==> src/rtl/instr_fetch_unit.sv <==
// Instruction fetch stage: owns the PC, issues one instruction-memory read
// at a time and hands the returned word (or a misalignment fault) to decode
// through a valid/ready handshake.
module instr_fetch_unit #(
    parameter logic [31:0] RESET_PC = 32'h0000_0000
) (
    input  logic        clk,
    input  logic        rst,
    output logic        imem_req,
    output logic [31:0] imem_addr,
    input  logic        imem_gnt,
    input  logic        imem_rvalid,
    input  logic [31:0] imem_rdata,
    output logic        instr_valid,
    input  logic        instr_ready,
    output logic [31:0] instr,
    output logic [31:0] instr_pc,
    output logic        fetch_fault,
    input  logic [2:0]  pc_sel,
    input  logic [31:0] branch_target,
    input  logic [31:0] jump_target,
    input  logic [31:0] mtvec,
    input  logic [31:0] mepc
);

    typedef logic [31:0] raw_instr_t;

    typedef enum logic [2:0] {
        PC_PLUS_4 = 3'b000,
        PC_BRANCH = 3'b001,
        PC_JUMP   = 3'b010,
        PC_MTVEC  = 3'b011,
        PC_MEPEC  = 3'b100
    } pc_next_t;

    typedef enum logic [1:0] {
        REQ   = 2'd0,
        WAIT  = 2'd1,
        VALID = 2'd2,
        FAULT = 2'd3
    } state_t;

    // addi x0,x0,0 presented in place of a fetch that could not be issued
    localparam raw_instr_t NOP_INSTR = 32'h0000_0013;

    state_t      state_reg;
    state_t      state_next;
    logic [31:0] pc_reg;
    raw_instr_t  instr_reg;
    logic [31:0] instr_pc_reg;
    // Low during reset and for the first cycle after it, so no request is
    // raised until the first rising edge following reset release.
    logic        active_reg;

    logic [31:0] next_pc;
    logic        next_misaligned;
    logic        handshake;

    // Next-PC selection; unknown codes fall back to sequential fetch
    always_comb begin
        next_pc = pc_reg + 32'd4;
        case (pc_sel)
            PC_PLUS_4: next_pc = pc_reg + 32'd4;
            PC_BRANCH: next_pc = branch_target;
            PC_JUMP:   next_pc = jump_target;
            PC_MTVEC:  next_pc = mtvec & 32'hFFFF_FFFC;
            PC_MEPEC:  next_pc = mepc;
            default:   next_pc = pc_reg + 32'd4;
        endcase
        next_misaligned = (next_pc[1:0] != 2'b00);
    end

    // Fetch FSM: next state and handshake/request outputs (state only, no
    // combinational path from instr_ready to imem_req)
    always_comb begin
        state_next  = state_reg;
        imem_req    = 1'b0;
        instr_valid = 1'b0;
        fetch_fault = 1'b0;
        handshake   = 1'b0;
        case (state_reg)
            REQ: begin
                imem_req = active_reg;
                if (active_reg && imem_gnt) begin
                    state_next = WAIT;
                end
            end
            WAIT: begin
                if (imem_rvalid) begin
                    state_next = VALID;
                end
            end
            VALID: begin
                instr_valid = 1'b1;
                if (instr_ready) begin
                    handshake  = 1'b1;
                    state_next = next_misaligned ? FAULT : REQ;
                end
            end
            FAULT: begin
                instr_valid = 1'b1;
                fetch_fault = 1'b1;
                if (instr_ready) begin
                    handshake  = 1'b1;
                    state_next = next_misaligned ? FAULT : REQ;
                end
            end
            default: state_next = REQ;
        endcase
    end

    // State, PC and output holding registers
    always_ff @(posedge clk or posedge rst) begin
        if (rst) begin
            state_reg    <= REQ;
            pc_reg       <= RESET_PC;
            instr_reg    <= '0;
            instr_pc_reg <= '0;
            active_reg   <= 1'b0;
        end else begin
            state_reg  <= state_next;
            active_reg <= 1'b1;
            if (state_reg == WAIT && imem_rvalid) begin
                instr_reg    <= imem_rdata;
                instr_pc_reg <= pc_reg;
            end
            if (handshake) begin
                pc_reg <= next_pc;
                // A misaligned target never reaches memory; the fault
                // entry carries the offending PC and a NOP word instead.
                if (next_misaligned) begin
                    instr_reg    <= NOP_INSTR;
                    instr_pc_reg <= next_pc;
                end
            end
        end
    end

    assign imem_addr = pc_reg;
    assign instr     = instr_reg;
    assign instr_pc  = instr_pc_reg;

endmodule
==> config.mk <==
export PLATFORM = sky130hd
export DESIGN_NAME = instr_fetch_unit
export DESIGN_NICKNAME = d
export VERILOG_FILES = /design/src/rtl/instr_fetch_unit.sv
export SDC_FILE = /design/constraint.sdc
export NUM_CORES = 1
export LEC_CHECK = 0
export ABC_AREA = 1
export BUFFER_PORTS_ARGS = -buffer_cell sky130_fd_sc_hd__buf_4
export CAP_MARGIN = 0
export CORE_ASPECT_RATIO = 1.4
export CORE_UTILIZATION = 49
export DETAILED_ROUTE_END_ITERATION = 10
export PLACE_DENSITY = 0.82
export SYNTH_ARGS = -nofsm -noshare
export SYNTH_HDL_FRONTEND = slang
export SYNTH_SLANG_ARGS = --single-unit
==> constraint.sdc <==
create_clock -name clk -period 3.2 [get_ports clk]
set_input_delay 0.32 -clock clk [delete_from_list [all_inputs] [get_ports clk]]
set_output_delay 0.32 -clock clk [all_outputs]
set_load 0.05 [all_outputs]
* Word-level counts from Yosys, hierarchy flattened *
Index checks and enable logic that the tools add are counted.

operators by class
  add/subtract/negate cells = 1
  muxes and demuxes = 17
  eq/ne operators = 10
  reduce and logical (&&, ||, !) cells = 6

operators with widths
  cell                   count
  $mux 32                6
  $pmux 32 s4            1
  $add 32x3->32 const B  1
  $mux 2                 4
  $eq 3x2->1 const B     2
  $pmux 2 s3             1
  $mux 1                 5
  $eq 2x2->1 const B     2
  $ne 2x2->1 const B     2
  $eq 3x1->1 const B     1
  $eq 3x3->1 const B     1
  $reduce_and 3->1       1
  $eq 2x1->1 const B     1
  $logic_and 1x1->1      2
  $logic_not 2->1        1
  $ne 2x1->1 const B     1
  $reduce_bool 2->1      1
  $reduce_or 2->1        1

storage, ports and cells
  word-level logic and storage cells = 39
  register bits after elaboration = 99
  input bits = 168

* Depth between registers and ports, before layout *
Gate-level depths: netlist of the first run.

  depth after elaboration = 6
  mapped depth = 13
  gate-level depth less buffers = 12

* Least setup slack after synthesis of the first run *
OpenSTA, ideal clock, no wires.

  kind = reg2reg
  from = register pc_reg[2] (netlist: imem_addr[2])
  to = register pc_reg[22] (netlist: imem_addr[22])
  data arrival time = 1.831 ns
  cell stages (with the launch flop) = 11
  clock period less this slack = 1.964 ns
  slack = 1.236 ns
  cells stage by stage = dfrtp_1 > ha_1 > nand3_1 > inv_1 > nand2_1 > nor2_1 > nand2_1 > nand2_1 > nand3_1 > nand3_1 > o21ai_0

between the ends
  longest elaborated chain between the ends = 2

RTL lines
  item                      line    text
  start: declaration        48      logic [31:0] pc_reg;
  start signal: assignment  128     pc_reg <= next_pc;
  $add 32x3->32             63, 68
  $pmux 32 s4               62      case (pc_sel)

No other way between the ends.
A chain may end at the register's enable or synchronous reset.

* Final worst setup path of the first run *
  from = register pc_reg[3] (netlist: imem_addr[3])
  to = register instr_pc_reg[16] (netlist: instr_pc[16])

between the ends
  longest elaborated chain between the ends = 4

RTL lines
  item                    line    text
  $add 32x3->32           63, 68
  $pmux 32 s4             62
  $mux 32                 131     if (next_misaligned) begin
  $mux 32                 127     if (handshake) begin
  end signal: assignment  125     instr_pc_reg <= pc_reg;
  end signal: assignment  133     instr_pc_reg <= next_pc;
  end: declaration        50      logic [31:0] instr_pc_reg;

No other way between the ends.

==> flow_metrics.env, run 1 <==
export IMPL_combPwrFrac=0.582
export IMPL_pwr_share_clk=0.130
export IMPL_place_congestion=0.9763
export IMPL_synthFlopType="dfrtp_1"
export IMPL_track_usage=0.2955
export IMPL_setup_viol=0
export IMPL_numCtsBuffers=9
export IMPL_timing_final_crit_period_ns=1.984
export IMPL_dieWidth_um=96.69
export IMPL_status="finished clean"
export IMPL_required_ns=3.44
export IMPL_finalMaxSlewViolations=0
export IMPL_synth_top_area_cell="dfrtp_1"
export IMPL_layout_setup_ws_ns=1.216
export IMPL_tightest_slew_ns=0.9333
export IMPL_synthArstFlopShare=1.000
export IMPL_synth_edf_count=0
export IMPL_drtIter0Drc=340
export IMPL_core_area_um2=12310
export IMPL_cts_setup_buffers=0
export IMPL_nets=1320
export IMPL_worstSetupEndpointType="flop"
export IMPL_vias=6847
export IMPL_grt_remaining_overflow=0
export IMPL_path_max_fanout=5
export IMPL_intPower_mw=3.702
export IMPL_seq_area_frac_synth=0.4028
export IMPL_hold_viol_final=0
export IMPL_post_drt_via_cell_ratio=5.239
export IMPL_grt_pass1_vias=6476
export IMPL_post_route_drc_count=0
export IMPL_grt_antenna_before_repair=1
export IMPL_cts_tree="built"
export IMPL_synth_top_cell_area_share=0.4028
export IMPL_dp_cells=1290
export IMPL_hold_buffers=0
export IMPL_worstSkewPairLatency_ns=0.35
export IMPL_wl_per_cell_um=15.00
export IMPL_die_area_um2=13010
export IMPL_synthTopCellsByCount="nand2_1 (384), nor2_1 (108), dfrtp_1 (99), inv_1 (64), o21ai_0 (45)"
export IMPL_power_leakage_nw=4.655
export IMPL_clockBufferDepth=2
export IMPL_ant_nets=0
export IMPL_cts_htree_levels=3
export IMPL_grt_start_max_net_pins=53
export IMPL_netSwitchingFraction=0.5315
export IMPL_syn_mean_instance_area_um2=6.789
export IMPL_power_density_nw_per_um2=928.5
export IMPL_synth_warnings=0
export IMPL_fin_crit_sh=0.6200
export IMPL_clockRootBuffer="clkbuf_16"
export IMPL_rows=48
export IMPL_start_util=0.4996
export IMPL_synth_area_um2=6151
export IMPL_cap_violations=0
export IMPL_fin_cells=1307
export IMPL_ys_seq_elements=99
export IMPL_fmax_mhz=504.1
export IMPL_dpl_hpwl_mm=14.85
export IMPL_grt_pass1_wl_mm=30.51
export IMPL_criticalPathCategory="reg -> reg"
export IMPL_cp_arrival_ns=2.22
export IMPL_synthDistinctLibCells=32
export IMPL_io_pins=267
export IMPL_area_delta_synth_final_pct=38.36
export IMPL_tns_ns=0
export IMPL_start_kind="flop"
export IMPL_drive_gt1_frac=0.2673
export IMPL_r2r_setup_slack_ns=1.22
export IMPL_relSlewSlack=0.3771
export IMPL_clkSinkCount=99
export IMPL_yosysMostFrequentCell="nand2_1"
export IMPL_path_clk_slew_ns=0.07
export IMPL_syn_num_nets=1075
export IMPL_drtPass1Iterations=5
export IMPL_p_switching_mw=4.200
export IMPL_fin_skew_ns=0.009576
export IMPL_cts_resized=0
export IMPL_pre_cts_ws_ns=1.006
export IMPL_die_h_um=134.6
export IMPL_syn_inst=906
export IMPL_io_buffers=264
export IMPL_rsz0062_at_grt="no"
export IMPL_synthTopCellsByArea="dfrtp_1 (40%), nand2_1 (23%), nor2_1 (6.6%)"
export IMPL_vdd_ir_drop_max_mv=0.4732
export IMPL_seqPwrFrac=0.288
export IMPL_routed_wl_mm=19.60
export IMPL_hp_class="in -> async"
==> cell type report <==
class	instances	area [µm²]
sequential	99	2477
inverter	71	269.0
multi-input combinational	697	3232
fill	1082	3801
clock inverter	6	51.30
clock buffer	10	229.0
antenna	1	2.502
timing repair buffer	273	2062
tap	150	187.7
==> through the flow <==
step                      hold slack [ns]  power, mW  utilization  instance area (µm²)
after global routing              0.09288      8.336       0.6911                 8508
final                             0.03923      7.902       0.6913                 8511
after CTS                         0.06386      7.920       0.6911                 8508
after floorplan                    0.4530      5.397            -                 6151
after detailed placement           0.4457      6.885       0.6683                 8228
after global placement             0.4439      6.799       0.6683                 8228
==> metal layers <==
| layer | part of all wire | GRT usage | up-vias |
|---|---|---|---|
| met3 | 0.068 | 0.04865 | 50 |
| met5 | 0 | 0 | - |
| met4 | 0.035 | 0.1509 | 0 |
| li1 | - | - | 3367 |
| met1 | 0.39 | 0.3377 | 3109 |
| met2 | 0.51 | 0.5313 | 321 |
==> critical path, stage by stage (launching register included) <==
cell,delay [ns]
dfrtp_1,0.44
ha_1,0.23
nand3_1,0.22
nor2_1,0.32
nand3_1,0.20
xor2_1,0.18
nand2_1,0.06
nand2_1,0.07
nand2_1,0.08
nand2_1,0.06
==> logic make-up (layout without fill, tap and decap cells) <==
group	after synthesis	count (layout)	synth area share
other	1	2	0.0006097
flip-flops	99	99	0.4028
AO/OA/AOI/OAI	94	94	0.09195
adder cells (fa/ha/maj)	1	1	0.002034
multiplexers	30	30	0.04882
buffers and inverters	110	360	0.07384
AND/OR/NAND/NOR	562	562	0.3672
XOR/XNOR	9	9	0.01282
==> cell usage in the layout, fill, tap and decap left out, drive strengths merged, types with 7 or more instances in the layout <==
cell type,count
nand2,389
buf,273
nor2,111
dfrtp,99
inv,72
o21ai,59
nand3,40
mux2i,30
nand4,21
a22o,17
clkbuf,10
xor2,8
a21oi,7
==> final timing paths <==
kind | start | to | depth (start not counted)
worst max-delay path | imem_addr[3] | instr_pc[16] | 9
worst min-delay path | rst | instr[27] | 2
worst max register to register | imem_addr[3] | instr_pc[16] | 9
worst min register to register | instr[0] | instr[0] | 2
max in group asynchronous | rst | instr_pc[17] | 3
min in group clk | imem_rdata[1] | instr[1] | 3
==> power groups by stage <==
stage	logic, mW	registers [mW]	clock network (mW)
2_1_floorplan	1.52	3.88	0
3_3_place_gp	4.53	2.27	0
3_5_place_dp	4.60	2.28	0
4_1_cts	4.61	2.27	1.04
5_1_grt	4.91	2.34	1.08
6_report	4.60	2.28	1.03
Note: power is estimated with default switching activity, not from simulation.
==> inputs of run 2 (changes only) <==
Settings changed: CORE_UTILIZATION 49 to 44, PLACE_DENSITY 0.82 to 0.78.
Clock period 3.2 ns to 1.8 ns, I/O delays scaled along.
==> flow_metrics.env, run 2 (synthesis gave the netlist of run 1 again) <==
export IMPL_die_h_um=141.9
export IMPL_diodes=0
export IMPL_start_kind="flop"
export IMPL_relSlewSlack=0.6424
export IMPL_grt_pass1_wl_mm=31.53
export IMPL_fin_skew_ns=0.01287
export IMPL_start_util=0.4552
export IMPL_dieWidth_um=101.9
export IMPL_drtPass1Iterations=5
export IMPL_track_usage=0.2846
export IMPL_vdd_ir_drop_max_mv=0.8939
export IMPL_criticalPathCategory="reg -> reg"
export IMPL_ant_nets=0
export IMPL_path_clk_slew_ns=0.08
export IMPL_dpl_cell_area_um2=8627
export IMPL_grt_start_max_net_pins=33
export IMPL_tightest_slew_ns=0.5355
export IMPL_wl_per_cell_um=14.82
export IMPL_cap_violations=0
export IMPL_worstPathCellList="ha_2, nand3_2, inv_1, nand2_2, nor2_1, buf_4, nand2_1, nand2_1, nand3_1, nand3_1, o21ai_0"
export IMPL_rows=50
export IMPL_cp_arrival_ns=1.91
export IMPL_fin_area_um2=8996
export IMPL_r2r_cells=11
export IMPL_required_ns=2.02
export IMPL_p_switching_mw=7.609
export IMPL_clockBufferDepth=2
export IMPL_hp_class="in -> reg"
export IMPL_die_area_um2=14460
export IMPL_timing_final_crit_period_ns=1.688
export IMPL_tns_ns=0
export IMPL_grt_antenna_before_repair=0
export IMPL_numCtsBuffers=9
export IMPL_mostFrequentLayoutCells="nand2_1 (381), buf_4 (304), nor2_1 (99)"
export IMPL_power_leakage_nw=4.880
export IMPL_cts_tree="built"
export IMPL_post_drt_via_cell_ratio=5.098
export IMPL_status="finished clean"
export IMPL_worstSkewPairLatency_ns=0.35
export IMPL_dpl_hpwl_mm=16.20
export IMPL_area_delta_synth_final_pct=46.26
export IMPL_worstSetupEndpointType="flop"
export IMPL_crit_slowest_cell="dfrtp_2"
export IMPL_core_area_um2=13510
export IMPL_grt_pass1_vias=6456
export IMPL_power_density_nw_per_um2=1629
export IMPL_holdPathStages=3
export IMPL_post_route_drc_count=0
export IMPL_intPower_mw=7.044
export IMPL_final_common_cell="nand2_1"
export IMPL_combPwrFrac=0.596
export IMPL_place_congestion=0.9265
export IMPL_pwr_share_clk=0.137
export IMPL_total_power_mw=14.65
export IMPL_io_buffers=264
export IMPL_drtIter0Drc=371
export IMPL_fin_crit_sh=0.9379
export IMPL_netSwitchingFraction=0.5193
export IMPL_routed_wl_mm=20.41
export IMPL_cpPeakStageDelay_ns=0.39
export IMPL_finalMaxSlewViolations=0
export IMPL_hold_viol_final=0
export IMPL_setup_viol=0
export IMPL_vias=7020
export IMPL_fmax_mhz=592.3
export IMPL_clockRootBuffer="clkbuf_16"
export IMPL_rsz0062_at_grt="no"
export IMPL_drive_gt1_frac=0.3054
export IMPL_seqPwrFrac=0.266
export IMPL_clkSinkCount=99
export IMPL_nets=1359
export IMPL_cts_htree_levels=3
export IMPL_io_pins=267
export IMPL_path_max_fanout=5
export IMPL_grt_remaining_overflow=0
[run 2: changes by cell type in the layout (fill, tap and decap cells not counted), moves of 3 or more]
| cell | delta |
|---|---|
| clkinv_4 | -3 |
| buf_12 | +6 |
| buf_4 | +32 |
| dfrtp_2 | +6 |
| nor2_1 | -7 |
| dfrtp_1 | -6 |
| nor2_2 | +5 |
[run 2: power groups by stage]
stage          Clock (mW)  Combinational [mW]  Sequential [mW]
3_3_place_gp            0                8.57             3.88
6_report             2.01                8.74             3.90
3_5_place_dp            0                8.71             3.92
4_1_cts              2.03                8.73             3.89
2_1_floorplan           0                2.70             6.90
5_1_grt              2.12                9.36             4.01
[run 2: final timing paths]
kind,from,end,slack (ns)
worst max-delay path,imem_addr[3],imem_addr[20],0.11
worst min-delay path,imem_rdata[4],instr[4],0.06
worst max register to register,imem_addr[3],imem_addr[20],0.11
worst min register to register,instr[4],instr[4],0.50
max in group asynchronous,rst,instr[9],0.87
min in group asynchronous,rst,instr[18],0.40
[run 2: what timing repair did]
item	4_1_cts	5_1_grt
hold buffers	1	0
resized for setup	1	14
buffers inserted	0	1
setup endpoints to repair	2	30
hold endpoints to repair	14	0
[run 2: layer usage]
metal,share of wire,up-vias,routed length (µm),global-route usage
met3,0.071,25,1445,0.03892
met5,0,-,0,0
met1,0.37,3269,7634,0.3326
met4,0.024,0,490,0.09549
li1,-,3438,-,-
met2,0.53,288,10830,0.5249
[run 2: cell type report]
class	instances	area (µm²)
fillers	1214	4517
multi-input cells	697	3272
flip-flops and latches	99	2485
repair buffers	312	2432
inverters	71	270.3
well taps	182	227.7
clock buffers	9	225.2
clock inverters	7	83.83
[run 2: per-stage QoR]
step,hold WS (ns),utilization,std cells,worst slack (ns)
floorplan,0.3130,-,906,0.004819
global placement,0.2139,0.6384,1359,0.06950
detailed placement,0.2122,0.6384,1359,-0.0008327
CTS,0.04987,0.6624,1376,0.03882
global route,0.06044,0.6657,1377,0.0004190
finish,0.05597,0.6657,1377,0.1117
[run 2: critical path, delay by kind of cell, from the launching register on]
family | cells | cell delay (ns)
DFF | 1 | 0.39
buffers and inverters | 2 | 0.24
and+or+nand+nor | 7 | 0.64
AOI/OAI and AO/OA | 1 | 0.08
adders and majority gates | 1 | 0.21
==> inputs of run 3 (changes only) <==
Settings changed: ABC_AREA 1 to 0, CORE_UTILIZATION 44 to 43, PLACE_DENSITY 0.78 to 0.77, REMOVE_ABC_BUFFERS set to 1, TNS_END_PERCENT set to 100.
==> flow_metrics.env, run 3 <==
export IMPL_final_common_cell="buf_4"
export IMPL_die_h_um=141.7
export IMPL_ys_seq_elements=99
export IMPL_fin_area_um2=9774
export IMPL_synthArstFlopShare=1.000
export IMPL_power_density_nw_per_um2=1687
export IMPL_fin_skew_ns=0.01264
export IMPL_start_kind="flop"
export IMPL_cap_violations=0
export IMPL_synth_warnings=0
export IMPL_routed_wl_mm=23.77
export IMPL_drive_gt1_frac=0.4494
export IMPL_worstSetupEndpointType="flop"
export IMPL_synthTopCellsByArea="dfrtp_1 (41%), nand2_1 (10%), a21oi_1 (6.5%)"
export IMPL_post_drt_via_cell_ratio=5.636
export IMPL_area_delta_synth_final_pct=63.02
export IMPL_path_max_fanout=3
export IMPL_power_leakage_nw=4.776
export IMPL_seqPwrFrac=0.242
export IMPL_die_area_um2=14430
export IMPL_total_power_mw=16.49
export IMPL_drtPass1Iterations=5
export IMPL_holdPathStages=3
export IMPL_vdd_ir_drop_max_mv=0.9095
export IMPL_nFillCells=1075
export IMPL_syn_inst=722
export IMPL_fin_crit_sh=1.070
export IMPL_track_usage=0.3112
export IMPL_grt_antenna_before_repair=0
export IMPL_place_congestion=0.8509
export IMPL_synthTopCellsByCount="nand2_1 (160), dfrtp_1 (99), a21oi_1 (78), o21ai_0 (39), mux2i_1 (35)"
export IMPL_dpl_cell_area_um2=8879
export IMPL_netSwitchingFraction=0.5121
export IMPL_r2r_setup_slack_ns=-0.13
export IMPL_crit_top_cell="buf_4"
export IMPL_layout_setup_ws_ns=-0.1261
export IMPL_vias=7045
export IMPL_r2r_end="instr_pc[28]"
export IMPL_met3_wirelength_mm=2.218
export IMPL_crit_slowest_cell="dfrtp_1"
export IMPL_rows=50
export IMPL_seq_area_frac_synth=0.4132
export IMPL_wl_per_cell_um=19.01
export IMPL_path_clk_slew_ns=0.07
export IMPL_cpPeakStageDelay_ns=0.35
export IMPL_nets=1233
export IMPL_rsz0062_at_grt="yes"
export IMPL_grt_pass1_vias=6765
export IMPL_r2r_start="imem_addr[3]"
export IMPL_cts_tree="built"
export IMPL_hold_viol_final=0
export IMPL_synthFlopType="dfrtp_1"
export IMPL_synth_area_um2=5996
export IMPL_grt_start_max_net_pins=38
export IMPL_numCtsBuffers=9
export IMPL_grt_pass1_wl_mm=34.15
export IMPL_required_ns=2.07
export IMPL_cp_arrival_ns=2.20
export IMPL_mostFrequentLayoutCells="buf_4 (365), nand2_1 (156), dfrtp_1 (99)"
export IMPL_yosysMostFrequentCell="nand2_1"
export IMPL_cts_htree_levels=3
export IMPL_route_met2_wl_mm=12.12
export IMPL_io_pins=267
export IMPL_clockBufferDepth=2
export IMPL_worstPathCellList="ha_2, nand4_1, buf_4, nor4_2, buf_4, and3_4, xor2_1, a211oi_1, a31oi_1"
export IMPL_min_to="instr[0]"
export IMPL_hp_class="in -> reg"
export IMPL_status="finished, violations left"
export IMPL_post_route_drc_count=0
export IMPL_syn_mean_instance_area_um2=8.304
export IMPL_pwr_share_clk=0.127
export IMPL_core_area_um2=13510
export IMPL_start_util=0.4437
export IMPL_grt_remaining_overflow=0
export IMPL_ant_nets=0
export IMPL_tns_ns=-1.290
export IMPL_synth_top_cell_area_share=0.4132
export IMPL_drt_met1_wl_mm=8.685
export IMPL_crit_family="simple AND/OR/NAND/NOR gates"
export IMPL_fmax_mhz=519.2
export IMPL_min_from="imem_rdata[0]"
export IMPL_io_buffers=264
export IMPL_drtIter0Drc=348
export IMPL_combPwrFrac=0.630
export IMPL_finalMaxSlewViolations=0
export IMPL_synth_edf_count=0
export IMPL_worstSkewPairLatency_ns=0.35
export IMPL_setup_viol=23
export IMPL_diodes=0
export IMPL_synth_top_area_cell="dfrtp_1"
export IMPL_dpl_hpwl_mm=16.82
export IMPL_crit_buf_inv=2
export IMPL_dieWidth_um=101.8
export IMPL_timing_final_crit_period_ns=1.926
export IMPL_synthDistinctLibCells=55
export IMPL_failed_checks="setup timing"
export IMPL_intPower_mw=8.045
export IMPL_dr_max_layer_used="met4"
export IMPL_r2r_cells=9
export IMPL_clockRootBuffer="clkbuf_16"
export IMPL_p_switching_mw=8.444
export IMPL_clkSinkCount=99
export IMPL_criticalPathCategory="reg -> reg"
[run 3: cell count changes after synthesis, moves of 22 or more]
cell     delta
a22oi_1    +23
a21oi_1    +71
nand2_1   -224
o22ai_1    +25
nor2_1     -83
nand3_1    -22
and3_1     +29
inv_1      -52
[run 3: worst max-delay path by stage]
stage | startpoint | end | cells after the start | slack (ns)
final | imem_addr[3] | instr_pc[28] | 9 | -0.13
after global routing | imem_addr[3] | instr_pc[28] | 9 | -0.25
after CTS | imem_addr[3] | instr_pc[18] | 8 | -0.08
after detailed placement | pc_sel[1] | instr_pc[31] | 7 | -0.08
after global placement | imem_addr[2] | imem_addr[17] | 9 | -0.06
after floorplan | state_reg[1] | instr_pc[15] | 4 | -3.08
[run 3: final cells by class]
class | count | area (µm²) | share of cell area
Timing Repair Buffer | 388 | 3126 | 0.3198
Clock buffer | 9 | 225.2 | 0.02304
Clock inverter | 6 | 90.09 | 0.009217
Tap cell | 182 | 227.7 | 0.02330
Multi-Input combinational cell | 554 | 3581 | 0.3664
Sequential cell | 99 | 2477 | 0.2535
Inverter | 12 | 47.55 | 0.004864
[run 3: timing repair]
| item | 4_1_cts | 5_1_grt |
|---|---|---|
| endpoints found under the hold margin | 35 | 0 |
| resized for setup | 22 | 78 |
| pin swaps | 18 | 43 |
| setup buffers | 9 | 13 |
| endpoints found under the setup margin | 22 | 57 |
| hold buffers | 1 | 0 |
| cloned | 0 | 1 |
[run 3: cells by family (layout without fill, tap and decap cells)]
kind of cell,after synthesis,after routing,synth area share
other,1,1,0.0006254
AO/OA/AOI/OAI,214,214,0.2177
flip-flops,99,99,0.4132
buffers and inverters,69,415,0.05029
AND/OR/NAND/NOR,273,273,0.2131
XOR/XNOR,28,28,0.04090
multiplexers,37,37,0.06219
adder cells (fa/ha/maj),1,1,0.002086
[run 3: through the flow]
stage / cells / hold slack, ns / utilization / setup WS (ns)
after CTS: 1236 / 0.02918 / 0.6914 / -0.07853
final: 1250 / 0.03906 / 0.7233 / -0.1261
after floorplan: 665 / 0.2910 / - / -3.081
after detailed placement: 1211 / 0.2553 / 0.6570 / -0.08444
after global routing: 1250 / 0.04466 / 0.7233 / -0.2479
after global placement: 1211 / 0.2501 / 0.6570 / -0.05534
[run 3: tightest hold or removal path, cell delays in order]
cell and delay, ns:
buf_4 0.08, nand2_1 0.04, nand3_1 0.06
[run 3: power groups by stage]
stage | clock network, mW | logic (mW) | registers (mW)
2_1_floorplan | 0 | 2.43 | 7.69
3_3_place_gp | 0 | 9.79 | 3.96
3_5_place_dp | 0 | 9.92 | 4.00
4_1_cts | 2.15 | 10.0 | 3.96
5_1_grt | 2.19 | 10.9 | 4.11
6_report | 2.10 | 10.4 | 3.99
[run 3: metal layers]
metal  up-vias  GRT usage
met3        59    0.07241
met5         -          0
met4         0     0.1076
li1       3250          -
met2       390     0.5558
met1      3346     0.3585
